**config.mk**
```make
export PLATFORM = sky130hd
export DESIGN_NAME = regfile_writeback_queue
export DESIGN_NICKNAME = d
export VERILOG_FILES = /design/src/rtl/regfile_writeback_queue.sv
export SDC_FILE = /design/constraint.sdc
export NUM_CORES = 1
export LEC_CHECK = 0
export BUFFER_PORTS_ARGS = -buffer_cell sky130_fd_sc_hd__buf_2
export CAP_MARGIN = 20
export CORE_MARGIN = 8
export CORE_UTILIZATION = 58
export CTS_BUF_LIST = sky130_fd_sc_hd__clkbuf_8
export CTS_CLUSTER_SIZE = 8
export DETAILED_ROUTE_END_ITERATION = 16
export PLACE_DENSITY = 0.79
export SLEW_MARGIN = 20
export SYNTH_ARGS = -nofsm -noshare
export SYNTH_HDL_FRONTEND = slang
export SYNTH_SLANG_ARGS = --single-unit
```
**constraint.sdc**
```tcl
create_clock -name clk -period 8.6 [get_ports clk]
set_input_delay 1.72 -clock clk [delete_from_list [all_inputs] [get_ports clk]]
set_output_delay 1.72 -clock clk [all_outputs]
set_load 0.01 [all_outputs]
```
**src/rtl/regfile_writeback_queue.sv**
```systemverilog
// Write-back queue in front of the register file's single write port.
// Buffers ALU and load results in order and retires one register write per cycle.
module regfile_writeback_queue #(
  parameter int DEPTH  = 4,
  parameter int ADDR_W = 5,
  parameter int DATA_W = 32
) (
  input  logic                     clk,
  input  logic                     reset,
  input  logic                     alu_valid,
  output logic                     alu_ready,
  input  logic [ADDR_W-1:0]        alu_rd,
  input  logic [DATA_W-1:0]        alu_data,
  input  logic                     ld_valid,
  output logic                     ld_ready,
  input  logic [ADDR_W-1:0]        ld_rd,
  input  logic [DATA_W-1:0]        ld_data,
  output logic [ADDR_W-1:0]        R3_addr,
  output logic [DATA_W-1:0]        R3_data,
  output logic                     R3_wr_en,
  output logic [31:0]              pending_mask,
  output logic [$clog2(DEPTH):0]   count
);

  localparam int PTR_W = $clog2(DEPTH);
  localparam int CNT_W = PTR_W + 1;

  logic [PTR_W-1:0]  r_head;
  logic [PTR_W-1:0]  r_tail;
  logic [CNT_W-1:0]  r_count;
  logic [DEPTH-1:0]  r_valid;
  logic [ADDR_W-1:0] r_rd   [DEPTH];
  logic [DATA_W-1:0] r_data [DEPTH];

  logic              r_wr_en;
  logic [ADDR_W-1:0] r_addr;
  logic [DATA_W-1:0] r_wdata;

  logic              w_alu_push;
  logic              w_ld_push;
  logic              w_deq;
  logic [PTR_W-1:0]  w_ld_slot;
  logic [PTR_W-1:0]  w_tail_next;
  logic [CNT_W-1:0]  w_count_next;
  logic [31:0]       w_mask;

  // Readiness looks only at registered occupancy, so both producers can fire together.
  assign alu_ready = (r_count <= CNT_W'(DEPTH - 1));
  assign ld_ready  = (r_count <= CNT_W'(DEPTH - 2));

  // Writes to x0 finish the handshake but are never stored.
  assign w_alu_push = alu_valid && alu_ready && (alu_rd != '0);
  assign w_ld_push  = ld_valid  && ld_ready  && (ld_rd  != '0);
  assign w_deq      = (r_count != '0);

  assign w_ld_slot    = w_alu_push ? r_tail + PTR_W'(1) : r_tail;
  assign w_tail_next  = r_tail + PTR_W'(w_alu_push) + PTR_W'(w_ld_push);
  assign w_count_next = r_count + CNT_W'(w_alu_push) + CNT_W'(w_ld_push) - CNT_W'(w_deq);

  always_ff @(posedge clk or posedge reset) begin
    if (reset) begin
      r_head  <= '0;
      r_tail  <= '0;
      r_count <= '0;
      r_valid <= '0;
      r_wr_en <= 1'b0;
      r_addr  <= '0;
      r_wdata <= '0;
    end else begin
      // NOTE: non-blocking assignments let the clear of the head slot and the
      // sets of the tail slots below all see the same pre-edge state.
      r_tail  <= w_tail_next;
      r_count <= w_count_next;
      r_wr_en <= w_deq;
      if (w_deq) begin
        r_addr           <= r_rd[r_head];
        r_wdata          <= r_data[r_head];
        r_head           <= r_head + PTR_W'(1);
        r_valid[r_head]  <= 1'b0;
      end
      if (w_alu_push) r_valid[r_tail]    <= 1'b1;
      if (w_ld_push)  r_valid[w_ld_slot] <= 1'b1;
    end
  end

  // NOTE: the entry storage carries no reset; r_valid alone decides whether a
  // slot is meaningful, so stale contents are never observed.
  always_ff @(posedge clk) begin
    if (w_alu_push) begin
      r_rd[r_tail]   <= alu_rd;
      r_data[r_tail] <= alu_data;
    end
    if (w_ld_push) begin
      r_rd[w_ld_slot]   <= ld_rd;
      r_data[w_ld_slot] <= ld_data;
    end
  end

  always_comb begin
    // NOTE: assigning the default first keeps this block free of inferred latches.
    w_mask = '0;
    for (int r = 1; r < 32; r++) begin
      if (r_wr_en && (r_addr == ADDR_W'(r))) w_mask[r] = 1'b1;
      for (int i = 0; i < DEPTH; i++) begin
        if (r_valid[i] && (r_rd[i] == ADDR_W'(r))) w_mask[r] = 1'b1;
      end
    end
  end

  assign pending_mask = w_mask;
  assign count        = r_count;
  assign R3_wr_en     = r_wr_en;
  assign R3_addr      = r_addr;
  assign R3_data      = r_wdata;

endmodule

```
Yosys cells after proc, flatten, opt, wreduce, memory -nomap -nowiden --
Memory sizes are Yosys's and may differ from the RTL's. A register that Yosys moved wholly into a read port is not among the register bits. Index checks and enable logic that the tools add are counted.
Word-level totals: bits in registers 12, memory bits (writable) 148, bits of input ports 78, output and inout bits 75, memories 2
Memories:
- r_data | words 4, bits a word 32, rd ports 1, clocked after Yosys merged registers in 1, write ports 2, line 33 | logic [DATA_W-1:0] r_data [DEPTH];
- r_rd | words 4, bits a word 5, rd ports 5, clocked after Yosys merged registers in 1, write ports 2, line 32 | logic [ADDR_W-1:0] r_rd [DEPTH];
Cells by class: $add $sub $neg 7, magnitude comparators 8, equal/unequal tests 155, multiplexer cells 169, bitwise gates (word level) 4, reduce and logical (&&, ||, !) cells 165
Operator list (number):
- $eq 5x5->1 const B | 80
- $eq 5x4->1 const B | 40
- $logic_and 1x1->1 | 162
- $mux 1 | 162
- $eq 5x3->1 const B | 20
- $eq 5x2->1 const B | 10
- $eq 5x1->1 const B | 5
- $mux 4 | 3
- $reduce_bool 5->1 | 2
- $lt 2x3->1 const B | 3
- $or 4x4->4 | 2
- $add 3x1->3 | 2
- $demux 1 s2 | 3
- $ge 2x1->1 const B | 3
- $le 3x2->1 const B | 2
- $add 2x1->2 | 2
- $add 2x1->2 const B | 2
- $and 4x4->4 | 1
- $not 4->4 | 1
- $reduce_bool 3->1 | 1
- $sub 3x1->3 | 1
- $mux 2 | 1

Depth between registers and ports, before layout --
depth in word-level cells 11, depth in mapped cells 11

Least setup slack after synthesis --
OpenSTA, ideal clock, no wires.
path kind input port to flip-flop, start input alu_valid, end memory r_data[1][0], enable pin, arrival 3765 ps, setup slack 4442 ps, cell stages on the path 7, path through nor2b_1 -> nand2_1 -> or4_1 -> a21oi_2 -> buf_6 -> buf_8 -> a21o_1
RTL lines:
- from (decl) | line 10 | input logic alu_valid,
- to (decl) | line 33

==> impl_metrics.py <==
metrics = {
    "place": {
        "dp_hpwl_um": 18400,
        "gp_congestion": 0.924,
        "numPortBuffers": 151,
        "preCtsSetupSlack_ps": 3970,
    },
    "critical_path": {
        "crit_chain": "buf_2, nor2b_1, nand2_1, or4_1, a21oi_4, buf_4, a21o_2",
        "r2r-start": "count[1]$_DFF_PP0_",
        "crit_family": "compound AO/OA/AOI/OAI gates",
        "r2r_slack_ps": 4620,
        "critPathLaunchType": "primary input",
        "worst_ep_arrival_time_ps": 4210,
        "critical-path-slowest-cell": "a21o_2",
        "ff2ff_path_depth": 8,
        "path_max_fanout": 39,
        "setup.worst_path.end_class": "flop",
        "worstSetupPathType": "in -> reg",
        "max_stage_delay_ps": 830,
        "critPathLaunch": "alu_valid",
        "path_depth": 7,
        "cp-endpoint": "r_data[1][6]$_DFFE_PP_",
        "timing.rr.end": "count[1]$_DFF_PP0_",
        "crit_buf_inv": 2,
        "required_ps": 8700,
    },
    "clocking": {
        "clkLatencyLatePin_ps": 470,
        "cts-root-buf": "clkbuf_8",
        "cts_buffer_depth": 2,
        "cts-buffers-inserted": 17,
        "clk_pin_slew_worst_paths_ps": 100,
        "htreeDepth": 4,
        "postCtsResizedCells": 0,
        "cts_tree": "done",
        "clock-sinks": 197,
        "hold_buffers": 0,
        "post_cts_buffers": 0,
    },
    "sta": {
        "setup_slack_ps": 4490,
        "period_needed_ps": 4110,
        "fin_hold_ws_ps": 469,
        "tns_ps": 0,
        "finalHoldViolCount": 0,
        "post-route-period-util_pct": 47.8,
        "slew_violations": 0,
        "finClkSkew_ps": 18.9,
        "grt_setup_unrepaired": "no",
        "maxSlewHeadroom_pct": 28.2,
        "setup_viol": 0,
        "max_slew.worst_pin.slew_ps": 1070,
        "timing.fmax_mhz": 243,
    },
    "route": {
        "routedWlPerCell_um": 22.5,
        "dr_total_vias": 7509,
        "finalWirelength_um": 27000,
        "drc": 0,
        "drtPass1Iterations": 7,
        "ant_nets": 0,
        "viasPerCell": 6.26,
        "drtIter0Drc": 608,
    },
    "yosys": {
        "postSynthAreaPerCell_um2": 13.1,
        "synth_nets": 917,
        "yosysWarnings": 0,
        "synth.most_common_cell": "edfxtp_1",
        "synth_edf_count": 148,
        "synthTopCellsByArea": "edfxtp_1 41%, dfrtp_1 11%, mux2_2 10%",
        "async_flop_share_pct": 24.9,
        "synth_flop_cell": "edfxtp_1",
        "synth_cells": 825,
        "synth-seq-cells": 197,
        "synth_cell_types": 48,
        "synth_top_area_share_pct": 41.1,
        "synth_top_cell_by_area": "edfxtp_1",
        "synthTopCellsByCount": "148 x edfxtp_1, 137 x nand2_1, 99 x mux2_2",
        "synth_area_mm2": 0.0108,
        "ys_seq_area_share_pct": 52.5,
    },
    "final_layout": {
        "post-route-util_pct": 65.1,
        "multiInputGateArea_mm2": 0.00482,
        "regArea_mm2": 0.00567,
        "area_delta_synth_final_pct": 11.6,
        "fillers": 1383,
        "drive_above_1_share_pct": 38.0,
        "fin_nets": 1043,
    },
    "floorplanning": {
        "dieWidth_um": 152,
        "dieArea_mm2": 0.0232,
        "io_pins": 153,
        "rows": 50,
        "start_util_pct": 58.3,
        "die_height_um": 152,
        "core_mm2": 0.0185,
    },
    "power_and_ir_drop": {
        "p_leak_nw": 4.59,
        "vdd_drop_max_v": 0.000189,
        "p_per_area_mw_per_mm2": 311,
    },
    "run_status": {
        "status": "finished, final reports clean",
    },
    "global_routing": {
        "grt_pass1_wl_um": 42900,
        "overflow": 0,
        "grt_usage_pct": 23.2,
        "grt_pass1_vias": 7821,
        "antenna_found_initial": 0,
        "grt_max_degree": 41,
    },
    "min_path": {
        "hp-class": "reg -> reg",
    },
    "flow_run": {
        "drv_cap": 0,
    },
}
-- cells by family (layout without fill, tap and decap cells) --
logic type / after synthesis / in the layout / share of synthesized area, %
other: 1 / 2 / 0.0347
xor gates and xnor gates: 3 / 3 / 0.243
AOI/OAI and AO/OA: 82 / 82 / 6.13
adders and majority gates: 14 / 14 / 1.83
DFF: 197 / 197 / 52.5
buffers and inverters: 66 / 205 / 3.13
and+or+nand+nor: 277 / 277 / 12.2
muxes: 185 / 185 / 24.0
-- sequential cells by signal, summed over array words and instances, names as in the netlist --
register and count:
R3_addr 5, R3_data 32, R3_wr_en 1, count 3
r_data 128, r_head 2, r_rd 20, r_tail 2
r_valid 4
-- final cells by class --
class | count | share of cell area, %
Sequential cell | 197 | 47.1
Timing Repair Buffer | 159 | 6.87
Antenna cell | 1 | 0.0208
Clock inverter | 14 | 1.06
Tap cell | 234 | 2.43
Inverter | 14 | 0.436
Clock buffer | 18 | 2.06
Multi-Input combinational cell | 562 | 40.0
-- metal layers --
metal  track usage (%)  share of wire (%)  vias up
met1              28.5                 41     3733
met5                 0                  0        -
met2              40.4                 51      325
li1                  -                  -     3411
met4              8.06                2.1        0
met3              4.54                5.9       40
-- cell usage in the layout, fill, tap and decap left out, types with 3 or more instances in the layout --
cell type	synthesis	routed
a21o_2	0	4
a21oi_4	1	4
a221o_1	5	5
a22oi_1	20	20
a31oi_1	4	4
a32oi_1	6	6
and2_1	4	4
buf_2	9	151
buf_4	8	7
clkbuf_8	0	18
clkinv_4	0	3
dfrtp_1	49	47
edfxtp_1	148	148
fa_1	3	3
ha_1	11	11
inv_1	13	14
mux2_1	25	25
mux2_2	99	99
mux2_4	24	24
mux4_2	37	37
nand2_1	137	137
nand2b_1	15	15
nand3_1	22	22
nand4_1	8	8
nand4b_1	12	12
nor2_1	29	29
nor2b_1	11	11
nor3_1	24	23
nor3b_1	8	8
o211ai_1	4	4
o221ai_1	16	16
o22ai_1	12	12
xnor2_1	3	3
-- worst reg2reg max path, delay by kind of cell (launching register included) --
kind                     cells  cell delay (ps)
adder cells (fa/ha/maj)      3             1170
buffers and inverters        4             1380
flip-flops                   1              450
AND/OR/NAND/NOR              1              870
-- report_power, final --
part / switching [mW] / total (mW) / internal (mW)
clock: 0.332 / 0.572 / 0.240
combinational: 0.830 / 1.50 / 0.673
sequential: 0.284 / 1.68 / 1.39
total: 1.45 / 3.75 / 2.30
-- worst min-delay path by stage --
stage | from | end | slack (ps) | cells past startpoint
finish | R3_data[26]$_DFFE_PP0N_ | R3_data[26]$_DFFE_PP0N_ | 470 | 2
CTS | R3_data[26]$_DFFE_PP0N_ | R3_data[26]$_DFFE_PP0N_ | 470 | 2
global route | R3_data[28]$_DFFE_PP0N_ | R3_data[28]$_DFFE_PP0N_ | 500 | 2
global placement | R3_data[8]$_DFFE_PP0N_ | R3_data[8]$_DFFE_PP0N_ | 450 | 2
floorplan | R3_data[0]$_DFFE_PP0N_ | R3_data[0]$_DFFE_PP0N_ | 510 | 2
detailed placement | R3_data[26]$_DFFE_PP0N_ | R3_data[26]$_DFFE_PP0N_ | 450 | 2
-- metrics by stage --
stage | cells | power [mW] | cell area [um^2]
2_1_floorplan | 825 | 2.69 | 10800
3_3_place_gp | 1165 | 3.16 | 11700
3_5_place_dp | 1166 | 3.21 | 11700
4_1_cts | 1198 | 3.77 | 12000
5_1_grt | 1198 | 3.98 | 12000
6_report | 1199 | 3.75 | 12000
Note: power is estimated with default switching activity, not from simulation.
